### src/rtl/mem_word_ctrl.sv
// mem_word_ctrl: sequencer between the datapath and a MEM_W-wide main memory.
// Each 32-bit request becomes two memory accesses: the low half at addr, then
// the high half at addr+1 (wrapping at the top of memory). Loads are assembled
// into resp_rdata, which holds its value until the next load completes. Every
// request, load or store, ends with a one-cycle resp_valid pulse.
//
// Optional build macro MEM_WORD_CTRL_ALIGN_CHECK_EN adds an err output. With
// it, a request at an odd address makes no memory access and finishes
// immediately with err=1. Without it, odd addresses are processed normally.

module mem_word_ctrl #(
    parameter int ADDR_W = 13,
    parameter int MEM_W  = 16
) (
    input  logic                 clk,
    input  logic                 rst,
    input  logic                 req_valid,
    input  logic                 req_write,
    input  logic [ADDR_W-1:0]    req_addr,
    input  logic [2*MEM_W-1:0]   req_wdata,
    output logic                 req_ready,
    output logic                 resp_valid,
    output logic [2*MEM_W-1:0]   resp_rdata,
    output logic                 mem_read,
    output logic                 mem_write,
    output logic [ADDR_W-1:0]    mem_address,
    output logic [MEM_W-1:0]     mem_write_data,
`ifdef MEM_WORD_CTRL_ALIGN_CHECK_EN
    output logic                 err,
`endif
    input  logic [MEM_W-1:0]     mem_read_data
);

    typedef enum logic [1:0] {
        S_IDLE = 2'd0,
        S_LO   = 2'd1,
        S_HI   = 2'd2,
        S_DONE = 2'd3
    } state_e;

    // Sequencer state and the request fields captured at accept.
    state_e                state_q;
    logic [ADDR_W-1:0]     addr_q;
    logic [2*MEM_W-1:0]    wdata_q;
    logic                  write_q;

    // Registered outputs. They are loaded with the value the next state needs,
    // so every port comes straight from a flop.
    logic                  req_ready_q;
    logic                  resp_valid_q;
    logic [2*MEM_W-1:0]    resp_rdata_q;
    logic                  mem_read_q;
    logic                  mem_write_q;
    logic [ADDR_W-1:0]     mem_address_q;
    logic [MEM_W-1:0]      mem_write_data_q;
`ifdef MEM_WORD_CTRL_ALIGN_CHECK_EN
    logic                  err_q;
`endif

    // Address of the high half. It is truncated to ADDR_W, so the top
    // address wraps to 0.
    logic [ADDR_W-1:0]     addr_hi_d;
    assign addr_hi_d = addr_q + ADDR_W'(1);

    // Misaligned requests take the short IDLE->DONE path only in the
    // alignment-checking build.
    logic                  misaligned_d;
`ifdef MEM_WORD_CTRL_ALIGN_CHECK_EN
    assign misaligned_d = req_addr[0];
`else
    assign misaligned_d = 1'b0;
`endif

    // Sequencer: advance the state, capture the request, and register all outputs.
    // NOTE: state is updated with non-blocking assignments so that every
    // right-hand side reads the value from before the clock edge.
    always_ff @(posedge clk or negedge rst) begin
        if (!rst) begin
            state_q          <= S_IDLE;
            addr_q           <= '0;
            wdata_q          <= '0;
            write_q          <= 1'b0;
            req_ready_q      <= 1'b1;
            resp_valid_q     <= 1'b0;
            resp_rdata_q     <= '0;
            mem_read_q       <= 1'b0;
            mem_write_q      <= 1'b0;
            mem_address_q    <= '0;
            mem_write_data_q <= '0;
`ifdef MEM_WORD_CTRL_ALIGN_CHECK_EN
            err_q            <= 1'b0;
`endif
        end else begin
            // These pulse outputs fall back to 0 unless a branch below sets them.
            resp_valid_q <= 1'b0;
`ifdef MEM_WORD_CTRL_ALIGN_CHECK_EN
            err_q        <= 1'b0;
`endif
            case (state_q)
                S_IDLE: begin
                    if (req_valid) begin
                        addr_q      <= req_addr;
                        wdata_q     <= req_wdata;
                        write_q     <= req_write;
                        req_ready_q <= 1'b0;
                        if (misaligned_d) begin
                            // Finish immediately. The memory stays idle and
                            // resp_rdata keeps its value.
                            state_q      <= S_DONE;
                            resp_valid_q <= 1'b1;
`ifdef MEM_WORD_CTRL_ALIGN_CHECK_EN
                            err_q        <= 1'b1;
`endif
                        end else begin
                            // Set up the low-half access for the LO cycle.
                            state_q          <= S_LO;
                            mem_read_q       <= ~req_write;
                            mem_write_q      <= req_write;
                            mem_address_q    <= req_addr;
                            mem_write_data_q <= req_write ? req_wdata[MEM_W-1:0] : '0;
                        end
                    end
                end

                S_LO: begin
                    // Keep the low half of a load. Switch the memory side
                    // to the high-half access.
                    if (!write_q) begin
                        resp_rdata_q[MEM_W-1:0] <= mem_read_data;
                    end
                    state_q          <= S_HI;
                    mem_address_q    <= addr_hi_d;
                    mem_write_data_q <= write_q ? wdata_q[2*MEM_W-1:MEM_W] : '0;
                end

                S_HI: begin
                    // Keep the high half of a load. Release the memory and
                    // raise the completion pulse for DONE.
                    if (!write_q) begin
                        resp_rdata_q[2*MEM_W-1:MEM_W] <= mem_read_data;
                    end
                    state_q          <= S_DONE;
                    mem_read_q       <= 1'b0;
                    mem_write_q      <= 1'b0;
                    mem_address_q    <= '0;
                    mem_write_data_q <= '0;
                    resp_valid_q     <= 1'b1;
                end

                S_DONE: begin
                    // The completion pulse is dropped by the default above.
                    // Reopen for the next request.
                    state_q     <= S_IDLE;
                    req_ready_q <= 1'b1;
                end

                default: begin
                    state_q     <= S_IDLE;
                    req_ready_q <= 1'b1;
                    mem_read_q  <= 1'b0;
                    mem_write_q <= 1'b0;
                end
            endcase
        end
    end

    assign req_ready      = req_ready_q;
    assign resp_valid     = resp_valid_q;
    assign resp_rdata     = resp_rdata_q;
    assign mem_read       = mem_read_q;
    assign mem_write      = mem_write_q;
    assign mem_address    = mem_address_q;
    assign mem_write_data = mem_write_data_q;
`ifdef MEM_WORD_CTRL_ALIGN_CHECK_EN
    assign err            = err_q;
`endif

endmodule

### config.mk
export PLATFORM = sky130hd
export DESIGN_NAME = mem_word_ctrl
export DESIGN_NICKNAME = d
export VERILOG_FILES = /design/src/rtl/mem_word_ctrl.sv
export SDC_FILE = /design/constraint.sdc
export NUM_CORES = 1
export LEC_CHECK = 0
export CELL_PAD_IN_SITES_DETAIL_PLACEMENT = 1
export CELL_PAD_IN_SITES_GLOBAL_PLACEMENT = 2
export CORE_MARGIN = 1
export CORE_UTILIZATION = 36
export CTS_BUF_LIST = sky130_fd_sc_hd__clkbuf_8 sky130_fd_sc_hd__clkbuf_16
export CTS_CLUSTER_DIAMETER = 200
export DETAILED_ROUTE_END_ITERATION = 16
export DONT_BUFFER_PORTS = 1
export GPL_TIMING_DRIVEN = 0
export PLACE_DENSITY = 0.84
export SYNTH_ARGS = -nofsm -noshare
export SYNTH_HDL_FRONTEND = slang
export SYNTH_SLANG_ARGS = --single-unit
### constraint.sdc
create_clock -name clk -period 1.7 [get_ports clk]
set_clock_uncertainty 0.15 [all_clocks]
set_input_delay 0.425 -clock clk [delete_from_list [all_inputs] [get_ports clk]]
set_output_delay 0.425 -clock clk [all_outputs]
set_load 0.03 [all_outputs]
Word level (Yosys, flattened, before mapping)
Cells that the tools add are included.
- bits in registers: 113
- input port bits: 65
- output and inout bits: 65
- word-level logic and storage cells: 44
- add/sub/neg operators: 1
- equal/unequal tests: 4
- mux-type cells: 15
- bitwise operators: 2
- reductions and logical operators: 10
- operators with widths (operator ; number):
    16-bit two-way mux ; 3
    16-bit case mux with 3 select lines ; 1
    13-bit case mux with 3 select lines ; 1
    13-bit by 1-bit adder with 13-bit output, second input constant ; 1
    13-bit two-way mux ; 1
    2-bit AND reduction ; 6
    2-bit case mux with 4 select lines ; 1
    1-bit case mux with 2 select lines ; 3
    2-bit equality test, second input constant ; 2
    1-bit two-way mux ; 4
    2-bit nonzero test ; 2
    3-bit nonzero test ; 1
    2-bit by 1-bit equality test with 1-bit output, second input constant ; 1
    2-bit zero test ; 1
    2-bit two-way mux ; 1
    2-bit != test, second input constant ; 1
    1-bit inverter ; 2

Longest topological paths before layout
Gate-level depths: netlist (run 1).
- depth in word-level cells: 3
- mapped depth: 8
- depth with buffers taken out: 6

Worst setup path after synthesis (run 1)
No wires, ideal clock.
- path kind: flip-flop to flip-flop
- from: register state_q[0]
- to: register mem_write_data_q[10], in the netlist mem_write_data[10]
- data arrival time: 1.572 ns
- data required time: 1.424 ns
- path slack: -0.147 ns
- stages on the path, launching flop included: 8
- clock period less this slack: 1.847 ns
- cell sequence: dfrtp_1 -> inv_1 -> ha_1 -> and3_1 -> clkbuf_1 -> buf_2 -> a221oi_1 -> nor2_1
- longest elaborated chain between the ends: 3
- RTL lines (what ; RTL line ; RTL):
    from (decl) ; 42 ; state_e state_q;
    from (signal assigned) ; 79 ; state_q <= S_IDLE;
    from (signal assigned) ; 109 ; state_q <= S_DONE;
    from (signal assigned) ; 116 ; state_q <= S_LO;
    2-bit equality test (tied with other cells) ; 99 ; case (state_q)
    3-bit nonzero test (no source line) or 2-bit != test (tied branches) ; n/a ;
    2-bit AND reduction (no source line) ; n/a ;
    to (signal assigned) ; 120 ; mem_write_data_q <= req_write ? req_wdata[MEM_W-1:0] : '0;
    to (signal assigned) ; 133 ; mem_write_data_q <= write_q ? wdata_q[2*MEM_W-1:MEM_W] : '0;
    to (decl) ; 55 ; logic [MEM_W-1:0] mem_write_data_q;
Several ways; a longest one is shown, not always the timed one.
A chain may end at the register's enable or synchronous reset.

Final worst setup path (run 1)
- from: register state_q[0]
- to: register mem_write_data_q[3], in the netlist mem_write_data[3]
The elaborated chain is that of the path after synthesis.

==> results of run 1 <==
-- layout by cell type, fill, tap and decap left out, types with 3 or more instances in the layout --
| cell | n |
|---|---|
| dfrtp_1 | 96 |
| mux2_2 | 61 |
| nor2_1 | 49 |
| a221oi_2 | 17 |
| buf_4 | 14 |
| buf_6 | 10 |
| clkbuf_16 | 10 |
| xnor2_1 | 9 |
| nand3_1 | 8 |
| inv_1 | 7 |
| o22ai_1 | 6 |
| nand2_1 | 5 |
| nor3_1 | 4 |
| a21oi_2 | 4 |
| buf_12 | 4 |
| ha_1 | 4 |
| nand2_2 | 3 |
| o211ai_1 | 3 |
| a221oi_4 | 3 |
| inv_6 | 3 |
-- worst max-delay path, cell delays in order, from the launching register on --
cell and delay, ps:
dfrtp_1 400, inv_2 80, ha_4 170, nor2b_4 140, or2_4 280, buf_12 170
a221oi_2 190, nor2_1 80
-- routing by layer --
metal | GRT usage | vias up | wire, µm
li1 | - | 1210 | -
met1 | 0.199 | 1365 | 3920
met2 | 0.306 | 96 | 5060
met3 | 0.0711 | 8 | 898
met4 | 0.0514 | 0 | 109
met5 | 0 | - | 0
-- path summary, 6_finish.rpt --
kind                       depth (start not counted)               from                 to
setup / recovery                                   7         state_q[0]  mem_write_data[3]
hold / removal                                     0                rst  mem_write_data[1]
setup reg to reg                                   7         state_q[0]  mem_write_data[3]
hold reg to reg                                    2        wdata_q[17]  mem_write_data[1]
max in group asynchronous                          0                rst          req_ready
min in group clk                                   1  mem_read_data[10]     resp_rdata[10]
-- per-stage QoR --
step	utilization	std cells	setup WS [ps]	setup TNS, ps
after floorplan	-	330	14.8	0
after global placement	0.400	470	-235	-10050
after detailed placement	0.400	470	-304	-12500
after CTS	0.452	495	-97.3	-2960
after global routing	0.466	499	-201	-9430
final	0.466	499	-81.9	-1860
-- cells by family after synthesis --
logic type      share of synthesized area
compound gates                     0.0818
xor+xnor                           0.0231
fa+ha+maj                          0.0150
buf+inv                            0.0375
flops                               0.582
mux                                 0.167
simple gates                       0.0941
-- timing repair --
item | 4_1_cts | 5_1_grt
pin swaps | 7 | 9
buffers inserted | 9 | 5
resized for setup | 39 | 24
gates cloned | 1 | 1
endpoints found under the hold margin | 97 | 97
setup endpoints to repair | 82 | 83
-- cell type report --
class / count / area, µm²
fillers: 1107 / 5920
flip-flops and latches: 97 / 2430
multi-input cells: 205 / 1830
clock buffers: 9 / 225
plain buffers: 16 / 210
well taps: 140 / 175
repair buffers: 15 / 143
clock inverters: 7 / 105
inverters: 10 / 41.3
-- registers in the layout, indices dropped and copies added, names as in the netlist --
| signal | cells |
|---|---|
| mem_address | 13 |
| mem_read | 1 |
| wdata_q | 16 |
| req_ready | 1 |
| addr_q | 13 |
| state_q | 2 |
| write_q | 1 |
| mem_write | 1 |
| mem_write_data | 16 |
| resp_rdata | 32 |
| resp_valid | 1 |
-- synthesized netlist by cell type, types with 2 or more instances --
cell type	count	area, µm²
nor2_1	51	191
dfrtp_1	96	2400
inv_1	10	37.5
nand2b_1	2	12.5
and3_1	2	12.5
nand2_1	10	37.5
nor3_1	4	20.0
o21ai_0	3	15.0
a221oi_1	16	140
a22o_1	2	17.5
nand3_1	8	40.0
a21oi_1	7	35.0
o22ai_1	7	43.8
xnor2_1	9	78.8
o211ai_1	3	22.5
xor2_1	2	17.5
buf_2	11	55.1
a221oi_2	4	60.1
buf_6	5	56.3
clkbuf_1	2	7.51
ha_1	5	62.6
mux2_2	61	687
-- power groups by stage --
| stage | combinational, µW | sequential [µW] | clock, µW |
|---|---|---|---|
| finish | 4910 | 5980 | 2230 |
| global route | 5400 | 6180 | 2380 |
| CTS | 4540 | 5980 | 2300 |
| detailed placement | 3910 | 6010 | 0 |
| global placement | 3750 | 5940 | 0 |
| floorplan | 3140 | 5710 | 0 |
==> metrics.txt, run 1 <==
GRT Overall Usage 0.176; LEAKAGE approximately 0.0022 µW; total net switching power roughly 5700 µW; Die W roughly 110 µm; Internal Power ~7400 µW; Post-Place Cell Area approximately 0.0044 mm²; r2r setup slk -80 ps; CTS tree done; violated checks negative hold slack, negative setup slack; vias in the first global route around 2900; RD Place Congestion about 0.75; Antenna Diode Count 0; Mean Syn Cell Area between 10 and 15 µm²; ys async rst share 1.00; PortBufs 0; Crit. End Element flop; vias per cell 5.37; Seq/Total Area, Yosys 0.582; Hold WS -375 ps; Die Y 110 µm; final wirelength about 10000 µm; synth unique cells 32; design area about 0.0052 mm²; Clock Tree Buf Depth 2; post-route ant nets 0; Main synth FF type dfrtp_1; fin nets 424; max-slew violations 0; initial antenna violation count 0; Clk pwr share 0.170; Critical Path RT around 1800 ps; drt initial violations just over 90; IO Pins 130; Initial Util 0.377; grt total ovfl 0; class of the worst hold path in -> async; fin crit share 1.05; synth warn 0; relative slew slack 0.750; row cnt 38; MaxCap Viol Count 0; worst slew pin tran about 370 ps; EDFF count, synth 0; combinational fraction of design power 0.375; PwrDens about 2500 mW/mm²; Clock transition at path regs roughly 70 ps; Final Hold Fails 97; share of layout cells above drive strength 1 0.426; Post-route DRC 0; RSZ-0062 raised after global routing true; crit path kind reg -> reg; CP Max Fanout 10; CTS Sinks 97; DRT Pass-1 Iters 4; largest net degree at the start of global routing 98; sw frac 0.434; via count about 2700; cell count after synthesis between 300 and 400; sequential power share 0.456; Final WS setup -81.9 ps; CP startpoint kind flop; first-pass GRT wire length about 16000 µm; HPWL after detailed placement approximately 6800 µm; CTS buffer count 9; Final setup viols 36; #FFs+latches synth 97; clk root buf clkbuf_16; total number of H-tree levels 3; cell area after synthesis about 0.0042 mm²; VDD IR max ~1.2 mV; Fmax roughly 560 MHz; core footprint 0.0111 mm²; Die ar. 0.0120 mm²; Critical Path AT around 1900 ps; Routed WL per cell approximately 20 µm; Tot Pwr roughly 13000 µW; Worst-Skew Late Latency 340 ps; Post-Syn Nets 400; outcome finished with violations; Final min period 1780 ps; Area growth, synth to finish 23.6%
No activity file was read; power rests on OpenSTA's default activity.
==> run 2, diff against run 1 <==
--- a/config.mk
+++ b/config.mk
@@ -14,6 +14,7 @@
 export DETAILED_ROUTE_END_ITERATION = 16
 export DONT_BUFFER_PORTS = 1
 export GPL_TIMING_DRIVEN = 0
+export MAX_ROUTING_LAYER = met4
 export PLACE_DENSITY = 0.84
 export SYNTH_ARGS = -nofsm -noshare
 export SYNTH_HDL_FRONTEND = slang
==> metrics.txt, run 2 (same netlist as run 1, synthesis figures left out) <==
IO Pins 130 (unchanged); violated checks negative hold slack, negative setup slack; r2r setup slk -80 ps (about the same); CTS buffer count 9 (unchanged); CP startpoint kind flop; Post-Place Cell Area 0.00443 mm² (unchanged); row cnt 38 (unchanged); via count 2677 (-0.075%); class of the worst hold path in -> async; PwrDens 2540 mW/mm² (about the same); commonest non-fill, non-tap cell in the layout dfrtp_1; core footprint 0.0111 mm² (unchanged); Worst-Skew Late Latency 340 ps (about the same); design area 0.00516 mm² (unchanged); drt initial violations 78 (-15%); relative slew slack 0.751 (+0.000842); Internal Power 7430 µW (about the same); Fmax 561 MHz (about the same); Tot Pwr 13100 µW (about the same); max reg flops 32 (unchanged); fin nets 424 (unchanged); Routed WL per cell 19.9 µm (-0.50%); total net switching power 5680 µW (-0.19%); MaxCap Viol Count 0 (unchanged); GRT Overall Usage 0.181 (+0.00493); Initial Util 0.377 (unchanged); RD Place Congestion 0.757 (+1.3%); Antenna Diode Count 0 (unchanged); Post-route DRC 0 (unchanged); Area growth, synth to finish 23.6% (unchanged); Die W 110 µm (unchanged); VDD IR max 1.17 mV (-0.23%); crit path kind reg -> reg; total number of H-tree levels 3 (unchanged); initial antenna violation count 0 (unchanged); sequential power share 0.456 (about the same); outcome finished with violations; Final min period 1780 ps (+1.29 ps); Final setup viols 37 (+2.8%); RSZ-0062 raised after global routing true; Die Y 110 µm (unchanged); post-route ant nets 0 (unchanged); Die ar. 0.0120 mm² (unchanged); Clock Tree Buf Depth 2 (unchanged); CTS Sinks 97 (unchanged); max-slew violations 0 (unchanged); vias in the first global route 2960 (+0.51%); worst slew pin tran 373 ps (-1.26 ps); sw frac 0.433 (-0.000461); fin crit share 1.05 (about the same); CP Max Fanout 10 (unchanged); Clock transition at path regs 70 ps (about the same); HPWL after detailed placement 6800 µm (unchanged); Clk pwr share 0.169 (about the same); DRT Pass-1 Iters 4 (unchanged); Crit. End Element flop; CTS tree done; combinational fraction of design power 0.375 (about the same); largest net degree at the start of global routing 98 (unchanged); most frequent cells in the layout dfrtp_1, mux2_2, nor2_1; clk root buf clkbuf_16; share of layout cells above drive strength 1 0.426 (unchanged); Final Hold Fails 97 (unchanged); LEAKAGE 0.00219 µW (unchanged); Final WS setup -83.2 ps (-1.29 ps); PortBufs 0 (unchanged); grt total ovfl 0 (unchanged); vias per cell 5.36 (about the same); final wirelength 9940 µm (-0.50%); Hold WS -373 ps (+1.25 ps); Critical Path RT 1770 ps (about the same); Critical Path AT 1850 ps (about the same); first-pass GRT wire length 15700 µm (-0.30%)
-- run 2: path summary, 6_finish.rpt --
kind | to | start | depth (start not counted)
worst max-delay path | mem_write_data[3] | state_q[0] | 7
worst max register to register | mem_write_data[3] | state_q[0] | 7
worst min-delay path | mem_write_data[1] | rst | 0
max in group asynchronous | req_ready | rst | 0
worst min register to register | mem_write_data[1] | wdata_q[17] | 2
min in group clk | resp_rdata[10] | mem_read_data[10] | 1
-- run 2: power by group through the flow --
stage,sequential [µW],clock (µW),combinational (µW)
2_1_floorplan,5710,0,3140
3_3_place_gp,5940,0,3750
3_5_place_dp,6010,0,3910
4_1_cts,5980,2300,4540
5_1_grt,6180,2380,5400
6_report,5970,2220,4910
-- run 2: what timing repair did --
| action | in CTS | in global routing |
|---|---|---|
| pin swaps | 7 | 9 |
| endpoints found under the setup margin | 82 | 83 |
| cloned | 1 | 1 |
| resized for setup | 39 | 24 |
| hold endpoints to repair | 97 | 97 |
| setup buffers | 9 | 5 |
-- run 2: through the flow --
step	instances	utilization	hold WS, ps	setup TNS (ps)	setup slack, ps
after global routing	499	0.466	-404	-9430	-201
after CTS	495	0.452	-393	-2960	-97.3
after floorplan	330	-	-20.6	0	14.8
final	499	0.466	-373	-1890	-83.2
after global placement	470	0.400	-18.8	-10050	-235
after detailed placement	470	0.400	-18.8	-12500	-304
-- run 2: worst max-delay path, stage by stage (launching register included) --
cell and delay, ps:
dfrtp_1 400, inv_2 80, ha_4 170, nor2b_4 140
or2_4 280, buf_12 170, a221oi_2 190, nor2_1 80
-- run 2: area by class of cell --
| cell class | instances | area (µm²) |
|---|---|---|
| Buffer | 16 | 210 |
| Clock buffer | 9 | 225 |
| Clock inverter | 7 | 105 |
| Fill cell | 1107 | 5920 |
| Inverter | 10 | 41.3 |
| Multi-Input combinational cell | 205 | 1830 |
| Sequential cell | 97 | 2430 |
| Tap cell | 140 | 175 |
| Timing Repair Buffer | 15 | 143 |
-- run 2: metal layers --
metal | share of wire | wire length, µm | GRT usage | vias to the layer above
li1 | - | - | - | 1211
met1 | 0.39 | 3900 | 0.201 | 1360
met2 | 0.51 | 5050 | 0.308 | 97
met3 | 0.089 | 886 | 0.0646 | 9
met4 | 0.010 | 104 | 0.0514 | 0
met5 | 0 | 0 | - | -
==> run 3, diff against run 2 <==
--- a/config.mk
+++ b/config.mk
@@ -8,14 +8,14 @@
 export CELL_PAD_IN_SITES_DETAIL_PLACEMENT = 1
 export CELL_PAD_IN_SITES_GLOBAL_PLACEMENT = 2
 export CORE_MARGIN = 1
-export CORE_UTILIZATION = 36
+export CORE_UTILIZATION = 37
 export CTS_BUF_LIST = sky130_fd_sc_hd__clkbuf_8 sky130_fd_sc_hd__clkbuf_16
 export CTS_CLUSTER_DIAMETER = 200
 export DETAILED_ROUTE_END_ITERATION = 16
 export DONT_BUFFER_PORTS = 1
 export GPL_TIMING_DRIVEN = 0
 export MAX_ROUTING_LAYER = met4
-export PLACE_DENSITY = 0.84
+export PLACE_DENSITY = 0.83
 export SYNTH_ARGS = -nofsm -noshare
 export SYNTH_HDL_FRONTEND = slang
 export SYNTH_SLANG_ARGS = --single-unit
==> constraint.sdc (replaced) <==
create_clock -name clk -period 1.75 [get_ports clk]
set_clock_uncertainty 0.15 [all_clocks]
set_input_delay 0.4375 -clock clk [delete_from_list [all_inputs] [get_ports clk]]
set_output_delay 0.4375 -clock clk [all_outputs]
set_load 0.03 [all_outputs]
==> metrics.txt, run 3 (same netlist as run 1, synthesis figures left out) <==
crit path kind reg -> reg; GRT Overall Usage 0.185 (+0.00388); Critical Path RT 1820 ps (+50 ps); MaxCap Viol Count 0 (unchanged); relative slew slack 0.746 (-0.00534); total number of H-tree levels 3 (unchanged); CTS buffer count 9 (unchanged); Final setup viols 6 (-84%); class of the worst hold path in -> async; CTS tree done; PortBufs 0 (unchanged); IO Pins 130 (unchanged); row cnt 38 (unchanged); post-route ant nets 0 (unchanged); Post-Place Cell Area 0.00442 mm² (-0.37%); via count 2664 (-0.49%); vias in the first global route 2900 (-2.0%); Post-route DRC 0 (unchanged); max reg flops 32 (unchanged); Antenna Diode Count 0 (unchanged); HPWL after detailed placement 7030 µm (+3.4%); VDD IR max 1.01 mV (-14%); vias per cell 5.35 (-0.29%); drt initial violations 75 (-3.8%); grt total ovfl 0 (unchanged); violated checks negative hold slack, negative setup slack; CP Max Fanout 10 (unchanged); initial antenna violation count 0 (unchanged); Die W 108 µm (-1.3%); Die Y 108 µm (-1.3%); fin nets 423 (-0.24%); design area 0.00516 mm² (about the same); LEAKAGE 0.00221 µW (+0.67%); Initial Util 0.382 (+0.00492); share of layout cells above drive strength 1 0.422 (-0.00440); DRT Pass-1 Iters 4 (unchanged); Final min period 1770 ps (-9.94 ps); clk root buf clkbuf_16; largest net degree at the start of global routing 98 (unchanged); first-pass GRT wire length 15600 µm (-0.48%); Crit. End Element flop; commonest non-fill, non-tap cell in the layout dfrtp_1; Final WS setup -23.2 ps (+59.9 ps); Die ar. 0.0117 mm² (-2.7%); core footprint 0.0109 mm² (-1.3%); Hold WS -363 ps (+10.7 ps); Routed WL per cell 20.6 µm (+3.4%); Clock transition at path regs 70 ps (about the same); Fmax 564 MHz (+0.56%); CTS Sinks 97 (unchanged); max-slew violations 0 (unchanged); RD Place Congestion 0.728 (-3.8%); Critical Path AT 1850 ps (about the same); PwrDens 2450 mW/mm² (-3.4%); Area growth, synth to finish 23.6% (about the same); fin crit share 1.01 (-0.0356); outcome finished with violations; Clock Tree Buf Depth 2 (unchanged); RSZ-0062 raised after global routing true; Worst-Skew Late Latency 340 ps (about the same); Final Hold Fails 97 (unchanged); final wirelength 10300 µm (+3.2%); worst slew pin tran 381 ps (+8.02 ps); CP startpoint kind flop; most frequent cells in the layout dfrtp_1, mux2_2, nor2_1
run 3: final cells by class:
class	instances	area (µm²)
plain buffers	15	184
clock buffers	10	239
clock inverters	6	91.3
fillers	1119	5770
inverters	10	37.5
multi-input cells	205	1840
flip-flops and latches	97	2430
well taps	140	175
repair buffers	15	168
run 3: per-layer routing:
metal | up-vias | track usage | wire length [µm]
li1 | 1208 | - | -
met1 | 1359 | 0.213 | 4120
met2 | 85 | 0.304 | 5250
met3 | 12 | 0.0500 | 715
met4 | 0 | 0.0793 | 166
met5 | - | - | 0
run 3: critical path, stage by stage (launching register included):
cell and delay [ps]:
dfrtp_1 390, inv_2 90, ha_4 190, nor2b_4 140, or2_4 260, buf_12 160
a221oi_2 200, nor2_1 60
run 3: power breakdown:
part	switching [µW]	internal, µW	total [µW]	leakage [µW]
combinational	2150	2540	4690	0.000892
sequential	2430	3390	5820	0.00116
clock	854	1290	2150	0.000151
total	5440	7230	12700	0.00221
run 3: final timing paths:
| kind | depth (start not counted) | slack (ps) | end | startpoint |
|---|---|---|---|---|
| setup / recovery | 7 | -20 | mem_write_data[0] | state_q[0] |
| hold / removal | 0 | -360 | mem_write_data[3] | rst |
| setup reg to reg | 7 | -20 | mem_write_data[0] | state_q[0] |
| hold reg to reg | 1 | 380 | wdata_q[17] | wdata_q[17] |
| max in group asynchronous | 0 | 1600 | req_ready | rst |
| min in group clk | 1 | 90 | resp_rdata[22] | mem_read_data[6] |
run 3: metrics by stage:
stage	TNS, ps	setup WS, ps	cells	power (µW)	utilization
after floorplan	-12.7	-4.22	330	8550	-
after global placement	-11150	-325	470	9350	0.404
after detailed placement	-15340	-349	470	9570	0.404
after CTS	-585	-36.0	491	12200	0.449
after global routing	-1510	-91.5	498	13400	0.472
final	-55.5	-23.2	498	12700	0.472
run 3: timing repair:
action / in CTS / in global routing
pin swaps: 3 / 11
cloned: 0 / 2
buffers inserted: 6 / 7
gates resized for setup: 30 / 42
endpoints found under the setup margin: 77 / 67
endpoints found under the hold margin: 97 / 97
